File: src/rtl/amiq_fifo_pkg.sv
// Purpose: shared constants, pointer type and helper functions for the
//          amiq_fifo_sync FIFO and its storage sub-module.
// Contents: default width/depth, level/pointer width helpers, pointer
//           increment with explicit wrap at DEPTH-1 (any depth, not only 2^k).
package amiq_fifo_pkg;

  localparam int unsigned N_DEFAULT     = 8;
  localparam int unsigned DEPTH_DEFAULT = 16;

  // Widest pointer the helpers handle; callers cast down to their own width.
  localparam int unsigned PTR_W_MAX = 16;
  typedef logic [PTR_W_MAX-1:0] ptr_t;

  // Width of the occupancy counter: must hold 0..DEPTH inclusive.
  function automatic int unsigned level_w(input int unsigned depth);
    return $clog2(depth + 1);
  endfunction

  // Width of a memory address / pointer.
  function automatic int unsigned ptr_w(input int unsigned depth);
    return (depth > 1) ? $clog2(depth) : 1;
  endfunction

  // Advance a pointer, wrapping DEPTH-1 -> 0 by compare rather than overflow.
  function automatic ptr_t ptr_inc(input ptr_t p, input int unsigned depth);
    return (p == ptr_t'(depth - 1)) ? '0 : p + ptr_t'(1);
  endfunction

endpackage

File: src/rtl/amiq_fifo_sync_if.sv
// Purpose: write/read handshake bundle of the synchronous FIFO.
// Signals: wr_en/wr_data/rd_en/err_clr driven by the agent (master);
//          full/almost_full/empty/almost_empty/level/rd_data/rd_valid/
//          overflow/underflow driven by the FIFO (slave).
interface amiq_fifo_sync_if #(
  parameter int unsigned N     = 8,
  parameter int unsigned DEPTH = 16
);

  localparam int unsigned LW = $clog2(DEPTH + 1);

  logic          wr_en;
  logic [N-1:0]  wr_data;
  logic          full;
  logic          almost_full;
  logic          rd_en;
  logic [N-1:0]  rd_data;
  logic          rd_valid;
  logic          empty;
  logic          almost_empty;
  logic [LW-1:0] level;
  logic          overflow;
  logic          underflow;
  logic          err_clr;

  modport master (
    output wr_en, wr_data, rd_en, err_clr,
    input  full, almost_full, rd_data, rd_valid, empty, almost_empty,
           level, overflow, underflow
  );

  modport slave (
    input  wr_en, wr_data, rd_en, err_clr,
    output full, almost_full, rd_data, rd_valid, empty, almost_empty,
           level, overflow, underflow
  );

endinterface

File: src/rtl/amiq_fifo_mem.sv
// Purpose: DEPTH x N storage, one write port and one registered read port.
// Ports:  clk, rst_n (sync, active-low, clears only the read register);
//         i_we/i_waddr/i_wdata write port; i_re/i_raddr read request;
//         o_rdata registered read data, holds when i_re=0.
module amiq_fifo_mem
  import amiq_fifo_pkg::*;
#(
  parameter int unsigned N     = N_DEFAULT,
  parameter int unsigned DEPTH = DEPTH_DEFAULT
) (
  input  logic                      clk,
  input  logic                      rst_n,
  input  logic                      i_we,
  input  logic [ptr_w(DEPTH)-1:0]   i_waddr,
  input  logic [N-1:0]              i_wdata,
  input  logic                      i_re,
  input  logic [ptr_w(DEPTH)-1:0]   i_raddr,
  output logic [N-1:0]              o_rdata
);

  logic [N-1:0] r_mem [DEPTH];
  logic [N-1:0] r_rdata;

  // Storage array is deliberately not reset.
  always_ff @(posedge clk) begin
    if (i_we) begin
      r_mem[i_waddr] <= i_wdata;
    end
  end

  // Read register; the FIFO never reads and writes the same slot in one cycle.
  always_ff @(posedge clk) begin
    if (!rst_n) begin
      r_rdata <= '0;
    end else if (i_re) begin
      r_rdata <= r_mem[i_raddr];
    end
  end

  assign o_rdata = r_rdata;

endmodule

File: src/rtl/amiq_fifo_sync.sv
// Purpose: single-clock FIFO of any depth with full backpressure, registered
//          read port (rd_valid pulse), fill level, almost flags and sticky
//          overflow/underflow error flags.
// Ports:  clk, rst_n (sync, active-low); s_if (slave modport) carrying the
//         write side, read side, status flags, level and error signals.
module amiq_fifo_sync
  import amiq_fifo_pkg::*;
#(
  parameter int unsigned N        = N_DEFAULT,
  parameter int unsigned DEPTH    = DEPTH_DEFAULT,
  parameter int unsigned AF_LEVEL = DEPTH - 2,
  parameter int unsigned AE_LEVEL = 2
) (
  input  logic             clk,
  input  logic             rst_n,
  amiq_fifo_sync_if.slave  s_if
);

  localparam int unsigned PW = ptr_w(DEPTH);
  localparam int unsigned LW = level_w(DEPTH);

  logic [PW-1:0] r_wr_ptr;
  logic [PW-1:0] r_rd_ptr;
  logic [LW-1:0] r_level;
  logic          r_rd_valid;
  logic          r_overflow;
  logic          r_underflow;

  logic          w_full;
  logic          w_empty;
  logic          w_wr_acc;
  logic          w_rd_acc;
  logic [N-1:0]  w_rdata;

  // Flags decode from the registered level, so acceptance uses pre-edge state.
  assign w_full   = (r_level == LW'(DEPTH));
  assign w_empty  = (r_level == '0);
  assign w_wr_acc = s_if.wr_en & ~w_full;
  assign w_rd_acc = s_if.rd_en & ~w_empty;

  // Pointers, level, read-valid pulse and sticky errors.
  always_ff @(posedge clk) begin
    if (!rst_n) begin
      r_wr_ptr    <= '0;
      r_rd_ptr    <= '0;
      r_level     <= '0;
      r_rd_valid  <= 1'b0;
      r_overflow  <= 1'b0;
      r_underflow <= 1'b0;
    end else begin
      if (w_wr_acc) begin
        r_wr_ptr <= PW'(ptr_inc(ptr_t'(r_wr_ptr), DEPTH));
      end
      if (w_rd_acc) begin
        r_rd_ptr <= PW'(ptr_inc(ptr_t'(r_rd_ptr), DEPTH));
      end

      unique case ({w_wr_acc, w_rd_acc})
        2'b10:   r_level <= r_level + LW'(1);
        2'b01:   r_level <= r_level - LW'(1);
        default: r_level <= r_level;
      endcase

      r_rd_valid <= w_rd_acc;

      // A new error event in the clear cycle wins over the clear.
      if (s_if.wr_en && w_full) begin
        r_overflow <= 1'b1;
      end else if (s_if.err_clr) begin
        r_overflow <= 1'b0;
      end

      if (s_if.rd_en && w_empty) begin
        r_underflow <= 1'b1;
      end else if (s_if.err_clr) begin
        r_underflow <= 1'b0;
      end
    end
  end

  amiq_fifo_mem #(
    .N     (N),
    .DEPTH (DEPTH)
  ) u_mem (
    .clk     (clk),
    .rst_n   (rst_n),
    .i_we    (w_wr_acc),
    .i_waddr (r_wr_ptr),
    .i_wdata (s_if.wr_data),
    .i_re    (w_rd_acc),
    .i_raddr (r_rd_ptr),
    .o_rdata (w_rdata)
  );

  assign s_if.full         = w_full;
  assign s_if.empty        = w_empty;
  assign s_if.almost_full  = (r_level >= LW'(AF_LEVEL));
  assign s_if.almost_empty = (r_level <= LW'(AE_LEVEL));
  assign s_if.level        = r_level;
  assign s_if.rd_data      = w_rdata;
  assign s_if.rd_valid     = r_rd_valid;
  assign s_if.overflow     = r_overflow;
  assign s_if.underflow    = r_underflow;

endmodule

File: src/flat_wrapper.sv
// flat-port wrapper written by rule: the top's interface ports become plain ports
module amiq_fifo_sync_flat import amiq_fifo_pkg::*;
#(
  parameter int unsigned N        = N_DEFAULT,
  parameter int unsigned DEPTH    = DEPTH_DEFAULT,
  parameter int unsigned AF_LEVEL = DEPTH - 2,
  parameter int unsigned AE_LEVEL = 2
)
  (clk, rst_n, s_if_wr_en, s_if_wr_data, s_if_rd_en, s_if_err_clr, s_if_full, s_if_almost_full, s_if_rd_data, s_if_rd_valid, s_if_empty, s_if_almost_empty, s_if_level, s_if_overflow, s_if_underflow);
  amiq_fifo_sync_if #(.N(N), .DEPTH(DEPTH)) s_if_i ();
  input  logic clk;
  input  logic rst_n;
  input wire logic [$bits(s_if_i.wr_en)-1:0] s_if_wr_en;
  input wire logic [$bits(s_if_i.wr_data)-1:0] s_if_wr_data;
  input wire logic [$bits(s_if_i.rd_en)-1:0] s_if_rd_en;
  input wire logic [$bits(s_if_i.err_clr)-1:0] s_if_err_clr;
  output wire logic [$bits(s_if_i.full)-1:0] s_if_full;
  output wire logic [$bits(s_if_i.almost_full)-1:0] s_if_almost_full;
  output wire logic [$bits(s_if_i.rd_data)-1:0] s_if_rd_data;
  output wire logic [$bits(s_if_i.rd_valid)-1:0] s_if_rd_valid;
  output wire logic [$bits(s_if_i.empty)-1:0] s_if_empty;
  output wire logic [$bits(s_if_i.almost_empty)-1:0] s_if_almost_empty;
  output wire logic [$bits(s_if_i.level)-1:0] s_if_level;
  output wire logic [$bits(s_if_i.overflow)-1:0] s_if_overflow;
  output wire logic [$bits(s_if_i.underflow)-1:0] s_if_underflow;
  assign s_if_i.wr_en = s_if_wr_en;
  assign s_if_i.wr_data = s_if_wr_data;
  assign s_if_i.rd_en = s_if_rd_en;
  assign s_if_i.err_clr = s_if_err_clr;
  assign s_if_full = s_if_i.full;
  assign s_if_almost_full = s_if_i.almost_full;
  assign s_if_rd_data = s_if_i.rd_data;
  assign s_if_rd_valid = s_if_i.rd_valid;
  assign s_if_empty = s_if_i.empty;
  assign s_if_almost_empty = s_if_i.almost_empty;
  assign s_if_level = s_if_i.level;
  assign s_if_overflow = s_if_i.overflow;
  assign s_if_underflow = s_if_i.underflow;
  amiq_fifo_sync #(.N(N), .DEPTH(DEPTH), .AF_LEVEL(AF_LEVEL), .AE_LEVEL(AE_LEVEL)) u_core (.clk(clk), .rst_n(rst_n), .s_if(s_if_i));
endmodule
File: config.mk
export PLATFORM = sky130hd
export DESIGN_NAME = amiq_fifo_sync_flat
export DESIGN_NICKNAME = d
export VERILOG_FILES = /design/src/rtl/amiq_fifo_pkg.sv /design/src/rtl/amiq_fifo_sync_if.sv /design/src/rtl/amiq_fifo_mem.sv /design/src/rtl/amiq_fifo_sync.sv /design/src/flat_wrapper.sv
export SDC_FILE = /design/constraint.sdc
export NUM_CORES = 1
export LEC_CHECK = 0
export BUFFER_PORTS_ARGS = -buffer_cell sky130_fd_sc_hd__buf_2
export CAP_MARGIN = 20
export CORE_UTILIZATION = 30
export CTS_BUF_LIST = sky130_fd_sc_hd__clkbuf_4
export CTS_CLUSTER_DIAMETER = 30
export CTS_CLUSTER_SIZE = 24
export DETAILED_ROUTE_END_ITERATION = 16
export HOLD_SLACK_MARGIN = 0.12
export PLACE_DENSITY_LB_ADDON = 0.25
export SYNTH_ARGS = -nofsm -noshare
export SYNTH_HDL_FRONTEND = slang
export SYNTH_HIERARCHICAL = 1
export SYNTH_SLANG_ARGS = --single-unit
export TNS_END_PERCENT = 20
File: constraint.sdc
create_clock -name clk -period 2.64 [get_ports clk]
set_clock_uncertainty 0.1 [all_clocks]
set_input_delay 0.396 -clock clk [delete_from_list [all_inputs] [get_ports clk]]
set_output_delay 0.396 -clock clk [all_outputs]
set_load 0.02 [all_outputs]
Word level (Yosys, flattened, before mapping)
Memories as Yosys holds them, arrays and structs flattened. A register that Yosys moved wholly into a read port is not among the register bits.
Cells that the tools add are included.

operators by class
  $add $sub $neg = 4
  magnitude comparators = 2
  equal/unequal tests = 5
  mux-type cells = 8
  bitwise operators = 4
  reductions and logical operators = 7

operators by type and width
  cell                                                                               number
  5-bit one-hot mux with 2 select lines                                              1
  4-bit by 1-bit adder with 4-bit output (second input constant)                     2
  4-bit == test (second input constant)                                              2
  4-bit 2-to-1 mux                                                                   2
  2-bit nonzero test                                                                 3
  5-bit by 1-bit adder with 5-bit output (second input constant)                     1
  5-bit == test (second input constant)                                              1
  5-bit by 4-bit >= comparator with 1-bit output (second input constant)             1
  5-bit by 2-bit less-or-equal comparator with 1-bit output (second input constant)  1
  5-bit zero test                                                                    1
  1-bit 2-to-1 mux                                                                   5
  5-bit by 1-bit subtractor with 5-bit output (second input constant)                1
  1-bit bitwise AND                                                                  2
  2-bit by 1-bit == test with 1-bit output (second input constant)                   1
  2-bit == test (second input constant)                                              1
  1-bit logical AND                                                                  2
  1-bit NOT                                                                          2
  1-bit zero test                                                                    1

word-level totals
  register bits = 16
  memory bits (writable) = 128
  input bits = 13
  output and inout port bits = 20
  logic and storage cells = 37
  memories = 1

memory list
  memory              depth  width  read ports  clocked after Yosys merged registers in  wr ports  RTL line             text
  u_core.u_mem.r_mem  16     8      1           1                                        1         amiq_fifo_mem.sv:21  logic [N-1:0] r_mem [DEPTH];

Logic depth before layout (Yosys ltp)
  depth in word-level cells = 5
  depth in mapped cells = 10
  depth with buffers taken out = 9

By module
Netlist, hierarchy kept.

by module, submodules not included
  module          instances  cells each  area each (um^2)  seq. area each (um^2)
  amiq_fifo_mem   1          318         5351.4            4003.8
  amiq_fifo_sync  1          98          875.8             320.3

Least setup slack after synthesis
OpenSTA, ideal clock, no wires.

  kind = reg-to-reg
  from = register u_core.r_level[0] (netlist: u_core/s_if.level[0])
  to = memory u_core.u_mem.r_mem[0][0], enable pin
  library setup time = 0.383 ns
  arrival = 2.224 ns
  required time = 2.157 ns
  path slack = -0.067 ns
  cell stages (with the launch flop) = 6
  buffers on the path = 1
  clock period less this slack = 2.707 ns
  path through = dfxtp_1 > buf_2 > nor2_1 > a31oi_2 > or3b_1 > nor3_1

between the ends
  word-level cells in the longest chain between the ends = 5

ends and longest elaborated chain
  what                                    RTL line              text
  start, declared                         amiq_fifo_sync.sv:24  logic [LW-1:0] r_level;
  start signal, assigned                  amiq_fifo_sync.sv:59  2'b10: r_level <= r_level + LW'(1);
  start signal, assigned                  amiq_fifo_sync.sv:60  2'b01: r_level <= r_level - LW'(1);
  start signal, assigned                  amiq_fifo_sync.sv:61  default: r_level <= r_level;
  5-bit == test                           amiq_fifo_sync.sv:36  assign w_full = (r_level == LW'(DEPTH));
  1-bit NOT                               amiq_fifo_sync.sv:38  assign w_wr_acc = s_if.wr_en & ~w_full;
  1-bit bitwise AND                       amiq_fifo_sync.sv:38
  net u_core.w_wr_acc                     amiq_fifo_sync.sv:31  logic w_wr_acc;
  1-bit 2-to-1 mux                        amiq_fifo_mem.sv:26   if (i_we) begin
  1-bit 2-to-1 mux (not written as such)  amiq_fifo_mem.sv:27   r_mem[i_waddr] <= i_wdata;
  end, declared                           amiq_fifo_mem.sv:21

The timed path passes the listed nets, and every way through them passes these cells.

Worst setup path after layout
  from = register u_core.r_level[2] (netlist: u_core/s_if.level[2])
  to = register u_core.r_level[4] (netlist: u_core/s_if.level[4])

between the ends
  word-level cells in the longest chain between the ends = 5
  elaborated cells on any way between the ends = 12
  classes of those cells = add/sub (2); eq/ne (3); mux (1); bitwise (4); reduce/logical (2)

ends and longest elaborated chain
  what                                                                         RTL line              text
  5-bit zero test *                                                            amiq_fifo_sync.sv:37  assign w_empty = (r_level == '0);
  1-bit NOT *                                                                  amiq_fifo_sync.sv:39  assign w_rd_acc = s_if.rd_en & ~w_empty;
  1-bit bitwise AND *                                                          amiq_fifo_sync.sv:39
  net u_core.w_rd_acc                                                          amiq_fifo_sync.sv:32  logic w_rd_acc;
  2-bit by 1-bit == test with 1-bit output or 2-bit == test (tied branches)    amiq_fifo_sync.sv:58  unique case ({w_wr_acc, w_rd_acc})
  5-bit one-hot mux with 2 select lines or 2-bit nonzero test (tied branches)  n/a

Mark *: on every way through the listed nets, which the timed path passes. The rest lies on a longest branch.
A chain may end at the register's enable or synchronous reset.

==> summary.md <==
| Metric | Value |
|---|---|
| Syn nets | 436 |
| Initial DRC Count | 185 |
| Core Footprint | 0.02030 mm² |
| Die Span Y | 146.1 µm |
| Critical Path Sink Type | flop |
| Grt ovf | 0 |
| Worst setup margin | 0.1477 ns |
| Setup bufs post-CTS | 0 |
| Layout area overhead | 17.50% |
| Initial Utilization | 30.68% |
| Gpl congestion | 0.7691 |
| Detail Route Antenna Nets | 0 |
| Max VDD drop | 0.5658 mV |
| Largest net degree at the start of global routing | 32 |
| Clk pin slew, worst setup/hold paths | 0.13 ns |
| Ys async rst share | 0% |
| Post-synth EDFFs | 128 |
| Hold_sp | u_core/u_mem/o_rdata[4] |
| Slew margin rel. | 50.49% |
| Top cells by count, synth | 128 x edfxtp_1, 70 x mux2i_1, 29 x nand3_1 |
| Peak Freq | 0.4012 GHz |
| H-tree levels | 4 |
| Cells after Synth | 416 |
| Slew Limit Fails | 0 |
| Share of layout cells above drive strength 1 | 20.91% |
| Worst Tran Pin Value | 0.7427 ns |
| Reg2Reg Depth | 9 |
| Worst EP required | 3.03 ns |
| Final min period | 2.492 ns |
| Drt drc | 0 |
| Leak | 2.490 nW |
| Final setup fails | 0 |
| Final period util | 94.41% |
| Die span in x | 146.1 µm |
| Crit path launch type | flop |
| Max-cap violations | 0 |
| Yosys cell types | 44 |
| Mapped Area | 0.006227 mm² |
| Critical path peak fanout | 6 |
| Main synth FF type | edfxtp_1 |
| Dominant cells by area after synthesis | edfxtp_1 62%, mux2i_1 11%, dfxtp_1 7.7% |
| DR WL/cell | 17.26 µm |
| Vias | 3654 |
| Avg Synthesized Cell Area | 14.97 µm² |
| Root buf cell | clkbuf_4 |
| Yosys warning count | 6 |
| Fillers | 2007 |
| Power Density | 812.2 mW/mm² |
| Endpoints failing hold | 0 |
| Die area | 0.02134 mm² |
| Setup WS pre-CTS | 0.1251 ns |
| Area leader, netlist | edfxtp_1 |
| Hold Path End | u_core/u_mem/o_rdata[4] |
| Hold path cells | 2 |
| Vias per cell | 4.697 |
| IO buf count | 32 |
| Critical setup path kind | flop to flop |
| Yosys top cell area share | 61.72% |
| Total Routed Length | 13430 µm |
| Vias in the first global route | 3847 |
| R2R Path End | u_core/s_if.level[4] |
| Number of CTS-inserted buffers | 17 |
| Nets | 514 |
| RSZ-0062 raised after global routing | false |
| CTS tree | yes |
| Synthesized flop and latch total | 152 |
| Min-Delay Path Class | flop to flop |
| Outcome | finished, final reports clean |
| Initial antenna violation count | 1 |
| Setup TNS Final | 0 ns |
| Critical path data arrival time | 2.88 ns |
| Global-route wire length before repair | 21350 µm |
| Clock buffer depth | 2 |
| Overall Global Routing Usage | 13.53% |
| Reg2reg setup slack | 0.15 ns |
| Hpwl dp | 9100 µm |
| Top-count cell post-synth | edfxtp_1 |
| Clk Latency, worst-skew pair | 0.54 ns |
| First-pass detailed-route iteration total | 4 |
| CTS sink count | 152 |
| Sequential element share of the synthesized area | 69.44% |
| IO Count | 33 |
| Rows | 52 |
| Reg2reg start | u_core/s_if.level[2] |
routing by layer:
layer | up-vias | track usage, % | part of all wire, %
met5 | - | 0 | 0
li1 | 1752 | - | -
met3 | 11 | 3.219 | 5.5
met2 | 84 | 22.66 | 49
met1 | 1807 | 16.83 | 44
met4 | 0 | 5.469 | 1.4
cells by family (layout without fill, tap and decap cells):
kind of cell             count (synthesis)  after routing  synth area share, %
AO/OA/AOI/OAI                           51             51                5.907
XOR/XNOR                                 3              3               0.4220
adder cells (fa/ha/maj)                  7              7                1.527
buffers and inverters                   23            114                2.913
flip-flops                             152            152                69.44
multiplexers                            70             70                11.25
other                                    0              1                    0
AND/OR/NAND/NOR                        110            110                8.539
cell usage in the layout, fill, tap and decap left out, drive strengths merged, types with 2 or more instances in the layout:
| cell | count |
|---|---|
| or3 | 2 |
| nand2 | 27 |
| bufinv | 5 |
| dfxtp | 24 |
| nand3b | 2 |
| buf | 65 |
| clkinv | 5 |
| edfxtp | 128 |
| nand2b | 4 |
| nor2b | 5 |
| dlygate4sd3 | 13 |
| ha | 6 |
| mux2i | 70 |
| nand3 | 29 |
| clkbuf | 18 |
| a21oi | 17 |
| a31oi | 2 |
| nand4b | 2 |
| xor2 | 2 |
| a22oi | 24 |
| nor2 | 29 |
| inv | 8 |
| nor3 | 5 |
flip-flops by register name, indices dropped and copies added, names as in the netlist:
signal                 flops
u_core/u_mem/r_mem       128
u_core/u_mem/o_rdata       8
u_core/s_if.level          5
u_core/r_rd_ptr            4
u_core/r_wr_ptr            4
u_core/s_if.overflow       1
u_core/s_if.rd_valid       1
u_core/s_if.underflow      1
worst max-delay path by stage:
| stage | start | end | slack (ns) | cells past startpoint |
|---|---|---|---|---|
| after floorplan | u_core/s_if.level[2] | u_core/s_if.level[4] | 0.04 | 9 |
| after global placement | u_core/s_if.level[2] | u_core/s_if.level[4] | 0.22 | 9 |
| after detailed placement | u_core/s_if.level[2] | u_core/s_if.level[4] | 0.13 | 9 |
| after CTS | u_core/s_if.level[2] | u_core/s_if.level[4] | 0.1 | 9 |
| after global routing | u_core/s_if.level[2] | u_core/s_if.level[4] | 0.02 | 9 |
| final | u_core/s_if.level[2] | u_core/s_if.level[4] | 0.15 | 9 |
per-stage QoR:
| stage | cells | hold WS, ns | cell area (µm²) | total power, mW | utilization, % |
|---|---|---|---|---|---|
| 5_1_grt | 778 | 0.3970 | 7317 | 6.235 | 36.05 |
| 4_1_cts | 777 | 0.3774 | 7312 | 5.998 | 36.02 |
| 3_3_place_gp | 732 | 0.3363 | 6828 | 4.224 | 33.64 |
| 2_1_floorplan | 416 | 0.3949 | 6232 | 3.764 | - |
| 6_report | 778 | 0.3726 | 7317 | 5.943 | 36.05 |
| 3_5_place_dp | 732 | 0.3507 | 6828 | 4.260 | 33.64 |
layout make-up:
| cell class | instances | area [µm²] | area share, % |
|---|---|---|---|
| clock buffer | 18 | 135.1 | 1.847 |
| multi-input combinational | 241 | 1729 | 23.63 |
| timing repair buffer | 78 | 550.5 | 7.524 |
| inverter | 4 | 15.01 | 0.2052 |
| clock inverter | 14 | 219.0 | 2.992 |
| sequential | 152 | 4328 | 59.15 |
| tap | 270 | 337.8 | 4.617 |
| antenna | 1 | 2.502 | 0.03420 |
timing repair:
action,CTS,global route
resized for setup,0,1
endpoints found under the setup margin,0,1
hold buffers,13,0
endpoints found under the hold margin,121,0
power breakdown:
part	leakage [nW]	switching (mW)	internal, mW
clock	0.191	0.835	0.869
sequential	1.35	0.115	2.75
combinational	0.946	0.849	0.521
worst max-delay path, stage by stage, from the launching register on:
cell and delay, ns:
dfxtp_1 0.33, or3_4 0.42, o31ai_4 0.19, inv_1 0.12, ha_2 0.23, ha_1 0.35
nand3_1 0.11, and4b_1 0.20, a21oi_1 0.18, mux2i_1 0.19
Power figures use the tool's default switching activity.
